**src/rtl/ecore_lsu_pkg.sv**
```systemverilog
// Shared definitions for the ecore load/store unit: funct3 codes, FSM states,
// GPIO window layout, and the request decode / load-extend helpers.
package ecore_lsu_pkg;

   localparam logic [2:0] F3_B  = 3'd0;
   localparam logic [2:0] F3_H  = 3'd1;
   localparam logic [2:0] F3_W  = 3'd2;
   localparam logic [2:0] F3_BU = 3'd4;
   localparam logic [2:0] F3_HU = 3'd5;

   localparam logic [3:0] GPIO_OFF_OUT = 4'h0;
   localparam logic [3:0] GPIO_OFF_DIR = 4'h4;
   localparam logic [3:0] GPIO_OFF_IN  = 4'h8;
   localparam logic [3:0] GPIO_SIZE    = 4'd12;

   typedef enum logic [1:0] {
      IDLE   = 2'd0,
      ACCESS = 2'd1,
      WAIT   = 2'd2,
      RESP   = 2'd3
   } state_t;

   typedef struct packed {
      logic        fault;
      logic        gpio;
      logic [3:0]  be;
      logic [31:0] wdata;
   } dec_t;

   // The GPIO window decodes on a 16-byte boundary; offsets 12..15 fault.
   function automatic dec_t decode(input logic        store,
                                   input logic [2:0]  funct3,
                                   input logic [31:0] addr,
                                   input logic [31:0] wdata,
                                   input logic        gpio_en,
                                   input logic [31:0] gpio_base);
      dec_t d;
      d.gpio = gpio_en && (addr[31:4] == gpio_base[31:4]);
      if (store)
         d.fault = (funct3 >= 3'd3);
      else
         d.fault = (funct3[1:0] == 2'b11) || (funct3 == 3'd6);
      if (funct3[1:0] == 2'b01 && addr[0])
         d.fault = 1'b1;
      if (funct3[1:0] == 2'b10 && addr[1:0] != 2'b00)
         d.fault = 1'b1;
      if (d.gpio && ((funct3 != F3_W) || (addr[3:0] >= GPIO_SIZE) ||
                     (store && addr[3:0] == GPIO_OFF_IN)))
         d.fault = 1'b1;
      case (funct3[1:0])
         2'b00: begin
            d.be    = 4'b0001 << addr[1:0];
            d.wdata = {4{wdata[7:0]}};
         end
         2'b01: begin
            d.be    = addr[1] ? 4'b1100 : 4'b0011;
            d.wdata = {2{wdata[15:0]}};
         end
         default: begin
            d.be    = 4'b1111;
            d.wdata = wdata;
         end
      endcase
      return d;
   endfunction

   function automatic logic [31:0] load_extend(input logic [2:0]  funct3,
                                               input logic [1:0]  lane,
                                               input logic [31:0] word);
      logic [31:0] sh;
      sh = word >> {lane, 3'b000};
      case (funct3)
         F3_B:    return {{24{sh[7]}}, sh[7:0]};
         F3_H:    return {{16{sh[15]}}, sh[15:0]};
         F3_BU:   return {24'h0, sh[7:0]};
         F3_HU:   return {16'h0, sh[15:0]};
         default: return word;
      endcase
   endfunction

endpackage

```
**src/rtl/ecore_lsu_gpio.sv**
```systemverilog
// GPIO register block: OUT/DIR registers, 2-flop synchronized IN, per-pin
// tristate drivers. Only instantiated when ECORE_LSU_GPIO_EN is defined.
module ecore_gpio
   import ecore_lsu_pkg::*;
(
   input  logic        i_clk,
   input  logic        i_rst_n,
   input  logic        i_we,
   input  logic [1:0]  i_sel,
   input  logic [31:0] i_wdata,
   output logic [31:0] o_rdata,
   inout  wire  [31:0] io_pins
);

   logic [31:0] out_reg;
   logic [31:0] dir_reg;
   logic [31:0] sync1_reg;
   logic [31:0] in_reg;

   always_ff @(posedge i_clk) begin
      if (!i_rst_n) begin
         out_reg   <= '0;
         dir_reg   <= '0;
         sync1_reg <= '0;
         in_reg    <= '0;
      end else begin
         sync1_reg <= io_pins;
         in_reg    <= sync1_reg;
         if (i_we && i_sel == GPIO_OFF_OUT[3:2])
            out_reg <= i_wdata;
         if (i_we && i_sel == GPIO_OFF_DIR[3:2])
            dir_reg <= i_wdata;
      end
   end

   always_comb begin
      o_rdata = '0;
      case (i_sel)
         GPIO_OFF_OUT[3:2]: o_rdata = out_reg;
         GPIO_OFF_DIR[3:2]: o_rdata = dir_reg;
         GPIO_OFF_IN[3:2]:  o_rdata = in_reg;
         default:           o_rdata = '0;
      endcase
   end

   generate
      for (genvar gi = 0; gi < 32; gi++) begin : g_pin
         assign io_pins[gi] = dir_reg[gi] ? out_reg[gi] : 1'bz;
      end
   endgenerate

endmodule

```
**src/rtl/ecore_lsu.sv**
```systemverilog
// RV32I load/store unit: single-outstanding request FSM driving a word RAM
// and an optional memory-mapped GPIO window (enabled by ECORE_LSU_GPIO_EN).
module ecore_lsu
   import ecore_lsu_pkg::*;
#(
   parameter logic [31:0] GPIO_BASE = 32'h8000_0000
) (
   input  logic        i_clk,
   input  logic        i_rst_n,
   input  logic        i_req_valid,
   output logic        o_req_ready,
   input  logic        i_req_store,
   input  logic [2:0]  i_req_funct3,
   input  logic [31:0] i_req_addr,
   input  logic [31:0] i_req_wdata,
   output logic        o_rsp_valid,
   output logic [31:0] o_rsp_rdata,
   output logic        o_rsp_fault,
   output logic [29:0] o_ram_addr,
   output logic [31:0] o_ram_wdata,
   output logic        o_ram_we,
   output logic [3:0]  o_ram_be,
   input  logic [31:0] i_ram_rdata,
   inout  wire  [31:0] io_gpio_bank
);

`ifdef ECORE_LSU_GPIO_EN
   localparam logic GPIO_EN = 1'b1;
`else
   localparam logic GPIO_EN = 1'b0;
`endif

   state_t      state_reg, state_next;
   dec_t        dec;
   logic        accept;
   logic        store_reg;
   logic        fault_reg;
   logic        gpio_reg;
   logic [2:0]  funct3_reg;
   logic [1:0]  lane_reg;
   logic [31:0] gpio_rdata;

   assign o_req_ready = (state_reg == IDLE);
   assign accept      = i_req_valid && o_req_ready;
   assign dec         = decode(i_req_store, i_req_funct3, i_req_addr, i_req_wdata,
                               GPIO_EN, GPIO_BASE);

   always_comb begin
      state_next = state_reg;
      case (state_reg)
         IDLE:    if (i_req_valid) state_next = ACCESS;
         ACCESS:  state_next = (!store_reg && !fault_reg && !gpio_reg) ? WAIT : RESP;
         WAIT:    state_next = RESP;
         RESP:    state_next = IDLE;
         default: state_next = IDLE;
      endcase
   end

   // RAM port outputs are registered at the accept edge so they are stable
   // for the whole ACCESS cycle; o_ram_we self-clears one edge later.
   always_ff @(posedge i_clk) begin
      if (!i_rst_n) begin
         state_reg   <= IDLE;
         store_reg   <= 1'b0;
         fault_reg   <= 1'b0;
         gpio_reg    <= 1'b0;
         funct3_reg  <= '0;
         lane_reg    <= '0;
         o_rsp_valid <= 1'b0;
         o_rsp_fault <= 1'b0;
         o_rsp_rdata <= '0;
         o_ram_we    <= 1'b0;
         o_ram_be    <= '0;
         o_ram_addr  <= '0;
         o_ram_wdata <= '0;
      end else begin
         state_reg   <= state_next;
         o_ram_we    <= 1'b0;
         o_rsp_valid <= 1'b0;
         if (accept) begin
            store_reg   <= i_req_store;
            fault_reg   <= dec.fault;
            gpio_reg    <= dec.gpio;
            funct3_reg  <= i_req_funct3;
            lane_reg    <= i_req_addr[1:0];
            o_ram_addr  <= i_req_addr[31:2];
            o_ram_be    <= dec.be;
            o_ram_wdata <= dec.wdata;
            o_ram_we    <= i_req_store && !dec.fault && !dec.gpio;
         end
         if (state_reg == ACCESS && state_next == RESP) begin
            o_rsp_valid <= 1'b1;
            o_rsp_fault <= fault_reg;
            o_rsp_rdata <= (gpio_reg && !store_reg && !fault_reg) ? gpio_rdata : '0;
         end
         if (state_reg == WAIT) begin
            o_rsp_valid <= 1'b1;
            o_rsp_fault <= 1'b0;
            o_rsp_rdata <= load_extend(funct3_reg, lane_reg, i_ram_rdata);
         end
      end
   end

`ifdef ECORE_LSU_GPIO_EN
   logic [31:0] wdata_reg;
   logic [1:0]  sel_reg;
   logic        gpio_we;

   always_ff @(posedge i_clk) begin
      if (!i_rst_n) begin
         wdata_reg <= '0;
         sel_reg   <= '0;
      end else if (accept) begin
         wdata_reg <= i_req_wdata;
         sel_reg   <= i_req_addr[3:2];
      end
   end

   // Write lands on the ACCESS->RESP edge.
   assign gpio_we = (state_reg == ACCESS) && gpio_reg && store_reg && !fault_reg;

   ecore_gpio u_gpio (
      .i_clk   (i_clk),
      .i_rst_n (i_rst_n),
      .i_we    (gpio_we),
      .i_sel   (sel_reg),
      .i_wdata (wdata_reg),
      .o_rdata (gpio_rdata),
      .io_pins (io_gpio_bank)
   );
`else
   assign gpio_rdata   = '0;
   assign io_gpio_bank = 'z;
`endif

endmodule

```
**config.mk**
```make
export PLATFORM = sky130hd
export DESIGN_NAME = ecore_lsu
export DESIGN_NICKNAME = d
export VERILOG_FILES = /design/src/rtl/ecore_lsu_pkg.sv /design/src/rtl/ecore_lsu_gpio.sv /design/src/rtl/ecore_lsu.sv
export SDC_FILE = /design/constraint.sdc
export NUM_CORES = 1
export LEC_CHECK = 0
export BUFFER_PORTS_ARGS = -buffer_cell sky130_fd_sc_hd__buf_2
export CORE_ASPECT_RATIO = 1.1
export CORE_UTILIZATION = 42
export CTS_CLUSTER_DIAMETER = 200
export DETAILED_ROUTE_END_ITERATION = 10
export HOLD_SLACK_MARGIN = 0.02
export PLACE_DENSITY = 0.86
export SYNTH_ARGS = -nofsm -noshare
export SYNTH_HDL_FRONTEND = slang
export SYNTH_SLANG_ARGS = --single-unit
```
**constraint.sdc**
```tcl
create_clock -name i_clk -period 1.61 [get_ports i_clk]
set_input_delay 0.322 -clock i_clk [delete_from_list [all_inputs] [get_ports i_clk]]
set_output_delay 0.322 -clock i_clk [all_outputs]
set_load 0.02 [all_outputs]
```
==> results of run 1 <==
-- area by class of cell --
class	instances	area, sq um	area share [%]
multi-input combinational	413	2640	39.0
inverter	6	22.5	0.333
timing repair buffer	239	1370	20.3
clock inverter	7	106	1.57
clock buffer	9	225	3.33
tap	150	188	2.77
sequential	110	2210	32.7
-- where the power goes --
part           switching (mW)  internal [mW]
combinational            2.50           1.62
sequential              0.359           3.39
clock                    1.08           1.39
total                    3.94           6.40
-- worst max path at each step --
stage,slack [ns],end
after floorplan,-0.02,o_rsp_rdata[21]
after CTS,-0.06,o_rsp_rdata[25]
final,-0.05,o_rsp_rdata[25]
after detailed placement,-0.17,o_rsp_rdata[25]
after global placement,-0.14,o_rsp_rdata[30]
after global routing,-0.09,o_rsp_rdata[27]
-- metrics by stage --
stage          utilization [%]  TNS (ns)  total power [mW]  instance area, sq um  instances
2_1_floorplan                -    -0.391              6.43                  5280        606
3_3_place_gp              54.1     -2.66              7.71                  6330        913
3_5_place_dp              54.1     -3.40              7.80                  6330        913
4_1_cts                   57.4    -0.755              10.4                  6720        933
5_1_grt                   57.8     -1.88              10.9                  6770        934
6_report                  57.8    -0.724              10.3                  6770        934
-- cell families after synthesis --
| kind of cell | after synthesis | synth area share (%) |
|---|---|---|
| other cells | 1 | 0.0732 |
| buf+inv | 83 | 9.06 |
| fa+ha+maj | 3 | 0.732 |
| flops | 110 | 43.0 |
| compound gates | 165 | 25.1 |
| simple gates | 178 | 14.6 |
| mux | 35 | 7.42 |
-- worst register-to-register path: stages (launching register included) --
cell and delay [ns]:
dfxtp_4 0.38, mux2_4 0.32, a221oi_4 0.33, nor4b_4 0.09
buf_12 0.16, a221o_1 0.26
-- cells in the mapped netlist, types with 7 or more instances --
library cell	instances	area (sq um)
nor2_1	18	67.6
clkbuf_1	32	120
a22oi_1	7	52.6
a21boi_0	52	390
a221o_1	24	240
mux2i_1	23	230
mux2_2	10	113
dfxtp_1	110	2200
nand3_1	9	45.0
o211a_1	16	160
o21ai_0	34	170
buf_4	32	240
nand2_1	132	495
buf_2	8	40.0
o2bb2ai_1	8	70.1
-- per-layer routing --
metal,global-route usage [%],part of all wire (%)
met1,25.8,40
met2,37.3,48
met3,5.32,7.8
met4,12.8,3.8
met5,0,0
-- timing repair --
action                     CTS  global route
setup endpoints to repair   32            33
pin swaps                    2             2
setup buffers                4             3
gates resized for setup      9            11
==> results.tsv, run 1 <==
metric	value	unit
status	finished with violations	
failing checks	setup timing	
number of synthesized register bits	110	
Worst Hold Class	in -> reg	
Synth cell types	43	
die width	107	um
most common cell after layout, fill and taps aside	buf_2	
Worst EP required	1.85	ns
Max Cap Violations	0	
# fillers	1021	
global-route wire length before repair	22.1	mm
Worst Hold Endpoint	o_ram_addr[2]	
clk slew on worst S/H paths	0.08	ns
H-Tree Depth	3	
via count	4912	
largest net degree at the start of global routing	58	
Die ar.	12700	sq um
1st-pass router iterations	5	
WP buf/inv	1	
core area	11700	sq um
number of global-route vias before repair	4504	
number of synthesized flops with an enable pin	0	
max incr delay on CP	0.38	ns
CP startpoint kind	flip-flop	
CP Cell Sequence	mux2_4, a221oi_4, nor4b_4, buf_12, a221o_1	
Seq/Total Area, Yosys	43.0	%
Clock Path Buffers	2	
WL/cell	15.4	um
Synth Flop Type	dfxtp_1	
hold path startpoint	i_req_addr[4]	
ANT cells	0	
IO Port Bufs	204	
setup violators final	26	
Fin Hold WS	0.206	ns
slew at the pin closest to its max-slew limit	0.529	ns
min cycle time layout	1.66	ns
routability cong.	0.853	
arrival time worst endpoint	1.90	ns
vias per cell	5.26	
share of layout cells above drive strength 1	36.7	%
hold_buf cts	0	
YS warnings	0	
Reg-to-Reg Start	lane_reg[0]	
biggest regs	o_ram_wdata: 32 flops, o_rsp_rdata: 32 flops, o_ram_addr: 30 flops	
CP max stage cell	dfxtp_4	
Slew Limit Fails	0	
Nets	885	
reg-to-reg slack, setup	-0.05	ns
Avg Inst Size Synth	8.92	sq um
pwr dens	1530	nW/um^2
Crit path max-delay family	compound AO/OA/AOI/OAI gates	
row count	41	
dpl ws	-0.172	ns
clock skew	0.00615	ns
Hold Crit Depth	3	
unrepaired setup endpoints after global routing	true	
P&R area growth vs syn	32.0	%
Post-Synthesis Cell Area	5130	sq um
CP Launch Point	lane_reg[0]	
Total GRT Usage	22.4	%
Crit Path Max Fanout	16	
DRC violations left	0	
Syn Inst Count	575	
worst vdd ir	1020	uV
fin worst setup slack	-0.0475	ns
Initial Util	43.8	%
CTS buffer count	9	
worst rel slew slack	64.7	%
Leakage	3.31	nW
R2R Path End	o_rsp_rdata[25]	
Post-Route WL	14.4	mm
Die Span Y	118	um
antenna violations before repair	0	
Crit. End Element	flip-flop	
Post-DP HPWL	10.6	mm
most frequent cells in the layout	204 x buf_2, 131 x nand2_1, 106 x dfxtp_1	
Worst Setup Path Type	reg -> reg	
asr flop ratio synth	0	%
Fin. Hold Viols	0	
Worst path depth	5	
Final period util	103	%
Sink Count	110	
Reg2Reg Depth	5	
Congestion Overflow GR	0	
worst-skew pair later-pin latency	0.35	ns
CTS root buf	clkbuf_16	
Initial DRC Count	360	
FMAX	0.603	GHz
Final ANT Viol Nets	0	
Boundary Pins	237	
CTS tree	done	
(Power assumes the default switching activity.)
==> run 2: changes to the inputs <==
Settings changed: BUFFER_PORTS_ARGS -buffer_cell sky130_fd_sc_hd__buf_2 to -buffer_cell sky130_fd_sc_hd__clkbuf_2, MAX_ROUTING_LAYER set to met4, PLACE_DENSITY 0.86 to 0.76.
==> results.tsv, run 2 (synthesis gave the netlist of run 1 again) <==
metric	value	unit	change
Die ar.	12700	sq um	unchanged
worst vdd ir	778	uV	-24%
share of layout cells above drive strength 1	36.6	%	-0.11 points
Slew Limit Fails	0		unchanged
CP max stage cell	dfxtp_4		
CP startpoint kind	flip-flop		
failing checks	setup timing		
Worst EP required	1.85	ns	about the same
1st-pass router iterations	5		unchanged
Crit path max-delay family	compound AO/OA/AOI/OAI gates		
Crit Path Max Fanout	16		unchanged
antenna violations before repair	0		unchanged
Max Cap Violations	0		unchanged
Crit. End Element	flip-flop		
clk slew on worst S/H paths	0.07	ns	about the same
WL/cell	15.7	um	+2.0%
total power draw	10.0	mW	-3.1%
# fillers	1053		+3.1%
most frequent cells in the layout	204 x clkbuf_2, 131 x nand2_1, 106 x dfxtp_1		
Initial Util	43.8	%	unchanged
largest net degree at the start of global routing	61		+5.2%
Final period util	106	%	+2.6 points
Total GRT Usage	23.8	%	+1.4 points
Multi-input gate area	2650	sq um	+0.33%
Post-Route WL	14.6	mm	+1.7%
via count	4893		-0.39%
vias per cell	5.26		about the same
fin worst setup slack	-0.0900	ns	-0.0425 ns
Post-DP HPWL	11.0	mm	+4.1%
CTS root buf	clkbuf_16		
min cycle time layout	1.70	ns	+0.0425 ns
Final ANT Viol Nets	0		unchanged
global-route wire length before repair	23.0	mm	+4.3%
DRC violations left	0		unchanged
clock skew	0.0106	ns	+0.00445 ns
hold_buf cts	0		unchanged
arrival time worst endpoint	1.94	ns	+0.04 ns
Clock Path Buffers	2		unchanged
max incr delay on CP	0.39	ns	about the same
Sink Count	110		unchanged
CP Cell Sequence	mux2_4, a221oi_4, nor4b_4, buf_12, a221o_1		
routability cong.	0.894		+4.9%
Leakage	3.23	nW	-2.5%
pwr dens	1500	nW/um^2	-2.0%
row count	41		unchanged
FMAX	0.588	GHz	-2.5%
IO Port Bufs	204		unchanged
Initial DRC Count	209		-42%
unrepaired setup endpoints after global routing	true		
biggest regs	o_ram_wdata: 32 flops, o_rsp_rdata: 32 flops, o_ram_addr: 30 flops		
Fin. Hold Viols	0		unchanged
Worst path depth	5		unchanged
most common cell after layout, fill and taps aside	clkbuf_2		
H-Tree Depth	3		unchanged
Boundary Pins	237		unchanged
setup violators final	31		+19%
number of global-route vias before repair	4738		+5.2%
FF/Latch Area	2210	sq um	-0.11%
status	finished with violations		
Worst Hold Class	in -> reg		
Reg2Reg Depth	5		unchanged
slew at the pin closest to its max-slew limit	0.539	ns	+0.0104 ns
ANT cells	0		unchanged
Die Span Y	118	um	unchanged
die width	107	um	unchanged
worst rel slew slack	64.0	%	-0.69 points
core area	11700	sq um	unchanged
Hold Crit Depth	3		unchanged
P&R area growth vs syn	30.5	%	
dpl ws	-0.214	ns	-0.0420 ns
CTS buffer count	9		unchanged
Nets	882		-0.34%
Congestion Overflow GR	0		unchanged
WP buf/inv	1		unchanged
CTS tree	done		
Worst Setup Path Type	reg -> reg		
worst-skew pair later-pin latency	0.35	ns	about the same
run 2: cell count changes in the layout (fill, tap and decap cells not counted), moves of 3 or more:
cell       change
o2bb2ai_2      +3
clkbuf_2     +204
o2bb2ai_1      -3
buf_2        -204
buf_6          -3
clkinv_2       +3
run 2: worst register-to-register path: stages, from the launching register on:
cell,delay (ns)
dfxtp_4,0.39
mux2_4,0.32
a221oi_4,0.35
nor4b_4,0.10
buf_12,0.16
a221o_1,0.27
run 2: per-stage QoR:
| stage | std cells | utilization (%) | hold slack, ns | setup TNS [ns] | area [sq um] |
|---|---|---|---|---|---|
| floorplan | 606 | - | 0.444 | -0.391 | 5280 |
| finish | 931 | 57.2 | 0.196 | -1.55 | 6690 |
| global route | 931 | 57.2 | 0.193 | -3.10 | 6690 |
| CTS | 928 | 56.6 | 0.187 | -1.42 | 6630 |
| global placement | 911 | 54.1 | 0.446 | -2.24 | 6320 |
| detailed placement | 911 | 54.1 | 0.450 | -4.15 | 6320 |
run 2: path summary, 6_finish.rpt:
| kind | slack, ns | endpoint | start |
|---|---|---|---|
| setup / recovery | -0.09 | o_rsp_rdata[29] | lane_reg[0] |
| hold / removal | 0.20 | o_ram_addr[5] | i_req_addr[7] |
| setup reg to reg | -0.09 | o_rsp_rdata[29] | lane_reg[0] |
| hold reg to reg | 0.47 | o_ram_addr[0] | o_ram_addr[0] |
run 2: what timing repair did:
item | 4_1_cts | 5_1_grt
gates resized for setup | 5 | 10
endpoints found under the setup margin | 33 | 53
setup buffers | 1 | 4
pin swaps | 1 | 3
run 2: final cells by class:
| cell class | count | area share [%] |
|---|---|---|
| multi-input cells | 413 | 39.6 |
| flip-flops and latches | 110 | 33.0 |
| repair buffers | 236 | 20.2 |
| clock buffers | 9 | 3.37 |
| well taps | 150 | 2.80 |
| clock inverters | 7 | 0.711 |
| inverters | 6 | 0.337 |
run 2: where the power goes:
group	internal, mW	switching (mW)	total [mW]
Clock	1.05	1.05	2.10
Combinational	1.61	2.52	4.14
Sequential	3.39	0.396	3.78
run 2: layer usage:
metal	part of all wire, %	up-vias	GRT usage [%]
li1	-	2361	-
met1	40	2299	27.0
met2	50	207	40.5
met3	6.7	26	4.15
met4	2.6	0	10.8
met5	0	-	-
==> run 3: changes to the inputs <==
Settings changed: BUFFER_PORTS_ARGS -buffer_cell sky130_fd_sc_hd__clkbuf_2 to -buffer_cell sky130_fd_sc_hd__buf_2.
==> results.tsv, run 3 (synthesis gave the netlist of run 1 again) <==
metric	value	unit	change
status	finished with violations		
failing checks	setup timing		
worst-skew pair later-pin latency	0.35	ns	about the same
reg-to-reg slack, setup	-0.06	ns	+0.03 ns
FMAX	0.599	GHz	+1.8%
Initial DRC Count	283		+35%
antenna violations before repair	0		unchanged
Worst Hold Endpoint	o_ram_addr[2]		
Post-DP HPWL	10.7	mm	-2.7%
hold_buf cts	0		unchanged
Max Cap Violations	0		unchanged
Die Span Y	118	um	unchanged
Flop pwr share	37.0	%	-0.8 points
Leakage	3.29	nW	+1.9%
via count	4906		+0.27%
Worst EP required	1.84	ns	about the same
Worst Hold Class	in -> reg		
routability cong.	0.896		+0.23%
Die ar.	12700	sq um	unchanged
Initial Util	43.8	%	unchanged
Top Metal Used	met4		
Nets	885		+0.34%
Slew Limit Fails	0		unchanged
ANT cells	0		unchanged
slew at the pin closest to its max-slew limit	0.550	ns	+0.0108 ns
# fillers	1028		-2.4%
Boundary Pins	237		unchanged
Fin. Hold Viols	0		unchanged
Crit. End Element	flip-flop		
CP Launch Point	lane_reg[0]		
clk slew on worst S/H paths	0.07	ns	about the same
hold path startpoint	i_req_addr[4]		
H-Tree Depth	3		unchanged
WL met3	1.06	mm	+8.4%
clock share of power	22.8	%	+1.8 points
CTS root buf	clkbuf_16		
clock skew	0.00818	ns	-0.00243 ns
worst vdd ir	862	uV	+11%
most common cell after layout, fill and taps aside	buf_2		
R2R Path End	o_rsp_rdata[29]		
Switch Pwr	3.85	mW	-2.9%
final instance area	6700	sq um	+0.11%
core area	11700	sq um	unchanged
most frequent cells in the layout	204 x buf_2, 131 x nand2_1, 106 x dfxtp_1		
arrival time worst endpoint	1.90	ns	-0.04 ns
Post-Route WL	14.3	mm	-2.2%
Congestion Overflow GR	0		unchanged
Total GRT Usage	23.1	%	-0.67 points
Comb pwr share	40.2	%	-1.1 points
Reg2Reg Depth	5		unchanged
worst rel slew slack	63.3	%	-0.72 points
Worst Setup Path Type	reg -> reg		
1st-pass router iterations	4		-1
Metal-1 WL	5.70	mm	-3.3%
vias per cell	5.25		about the same
post-route insts no fill	934		+0.32%
pwr dens	1510	nW/um^2	+1.0%
global-route wire length before repair	22.4	mm	-2.8%
P&R area growth vs syn	30.7	%	
Reg-to-Reg Start	lane_reg[0]		
TNS Setup	-0.665	ns	+0.883 ns
IO Port Bufs	204		unchanged
CTS buffer count	9		unchanged
placed cell count	912		+0.11%
Hold Crit Depth	3		unchanged
Final period util	104	%	-1.9 points
Sink Count	110		unchanged
met2 wire len	7.01	mm	-4.5%
die width	107	um	unchanged
Crit Path Max Fanout	7		-9
Int Pwr	6.28	mW	+3.8%
Clock Path Buffers	2		unchanged
DRC violations left	0		unchanged
Fin Hold WS	0.214	ns	+0.0179 ns
fin worst setup slack	-0.0596	ns	+0.0304 ns
number of global-route vias before repair	4654		-1.8%
min cycle time layout	1.67	ns	-0.0304 ns
unrepaired setup endpoints after global routing	true		
share of layout cells above drive strength 1	36.2	%	-0.40 points
setup violators final	26		-16%
Sw Ratio	38.0	%	-1.6 points
CTS tree	done		
Final ANT Viol Nets	0		unchanged
total power draw	10.1	mW	+1.1%
largest net degree at the start of global routing	61		unchanged
biggest regs	o_ram_wdata: 32 flops, o_rsp_rdata: 32 flops, o_ram_addr: 30 flops		
WL/cell	15.3	um	-2.5%
CP startpoint kind	flip-flop		
Placed Area	6310	sq um	-0.28%
row count	41		unchanged
[run 3: changes by cell type in the layout (fill, tap and decap cells not counted), sizes merged]
cell      change
buf         +207
bufinv        +1
clkbuf      -201
clkinv        -1
clkinvlp      -1
inv           -2
[run 3: critical path: stages (launching register included)]
cell and delay, ns:
dfxtp_4 0.38, mux2_4 0.32, a221oi_4 0.32, nor4b_4 0.09, buf_4 0.17, a221o_1 0.26
[run 3: how the worst max path moves through the flow]
stage	to	slack [ns]	depth (start not counted)
6_report	o_rsp_rdata[29]	-0.06	5
5_1_grt	o_rsp_rdata[21]	-0.11	5
3_5_place_dp	o_rsp_rdata[26]	-0.24	5
2_1_floorplan	o_rsp_rdata[21]	-0.02	6
4_1_cts	o_rsp_rdata[29]	-0.04	5
3_3_place_gp	o_rsp_rdata[29]	-0.15	5
[run 3: power by group through the flow]
stage / combinational [mW] / sequential [mW] / clock, mW
finish: 4.08 / 3.75 / 2.31
floorplan: 1.95 / 4.48 / 0
detailed placement: 4.03 / 3.79 / 0
global route: 4.43 / 3.82 / 2.47
global placement: 3.92 / 3.76 / 0
CTS: 4.06 / 3.74 / 2.36
[run 3: routing by layer]
layer | vias to the layer above | track usage, %
met5 | - | -
met4 | 0 | 12.0
met3 | 35 | 4.71
met2 | 221 | 38.3
met1 | 2288 | 26.1
li1 | 2362 | -
[run 3: final cells by class]
class | count | area (sq um) | area share, %
clock buffer | 12 | 256 | 3.83
multi-input combinational | 413 | 2620 | 39.1
timing repair buffer | 239 | 1350 | 20.1
sequential | 110 | 2210 | 33.0
clock inverter | 4 | 55.1 | 0.822
inverter | 6 | 22.5 | 0.336
tap | 150 | 188 | 2.80
[run 3: stage by stage]
stage,utilization (%),setup slack [ns]
floorplan,-,-0.0190
global placement,53.9,-0.150
detailed placement,53.9,-0.240
CTS,57.0,-0.0443
global route,57.3,-0.105
finish,57.3,-0.0596
[run 3: timing repair]
action	in CTS	in global routing
endpoints found under the hold margin	0	0
pin swaps	2	2
gates resized for setup	7	7
setup buffers	4	2
endpoints found under the setup margin	32	33
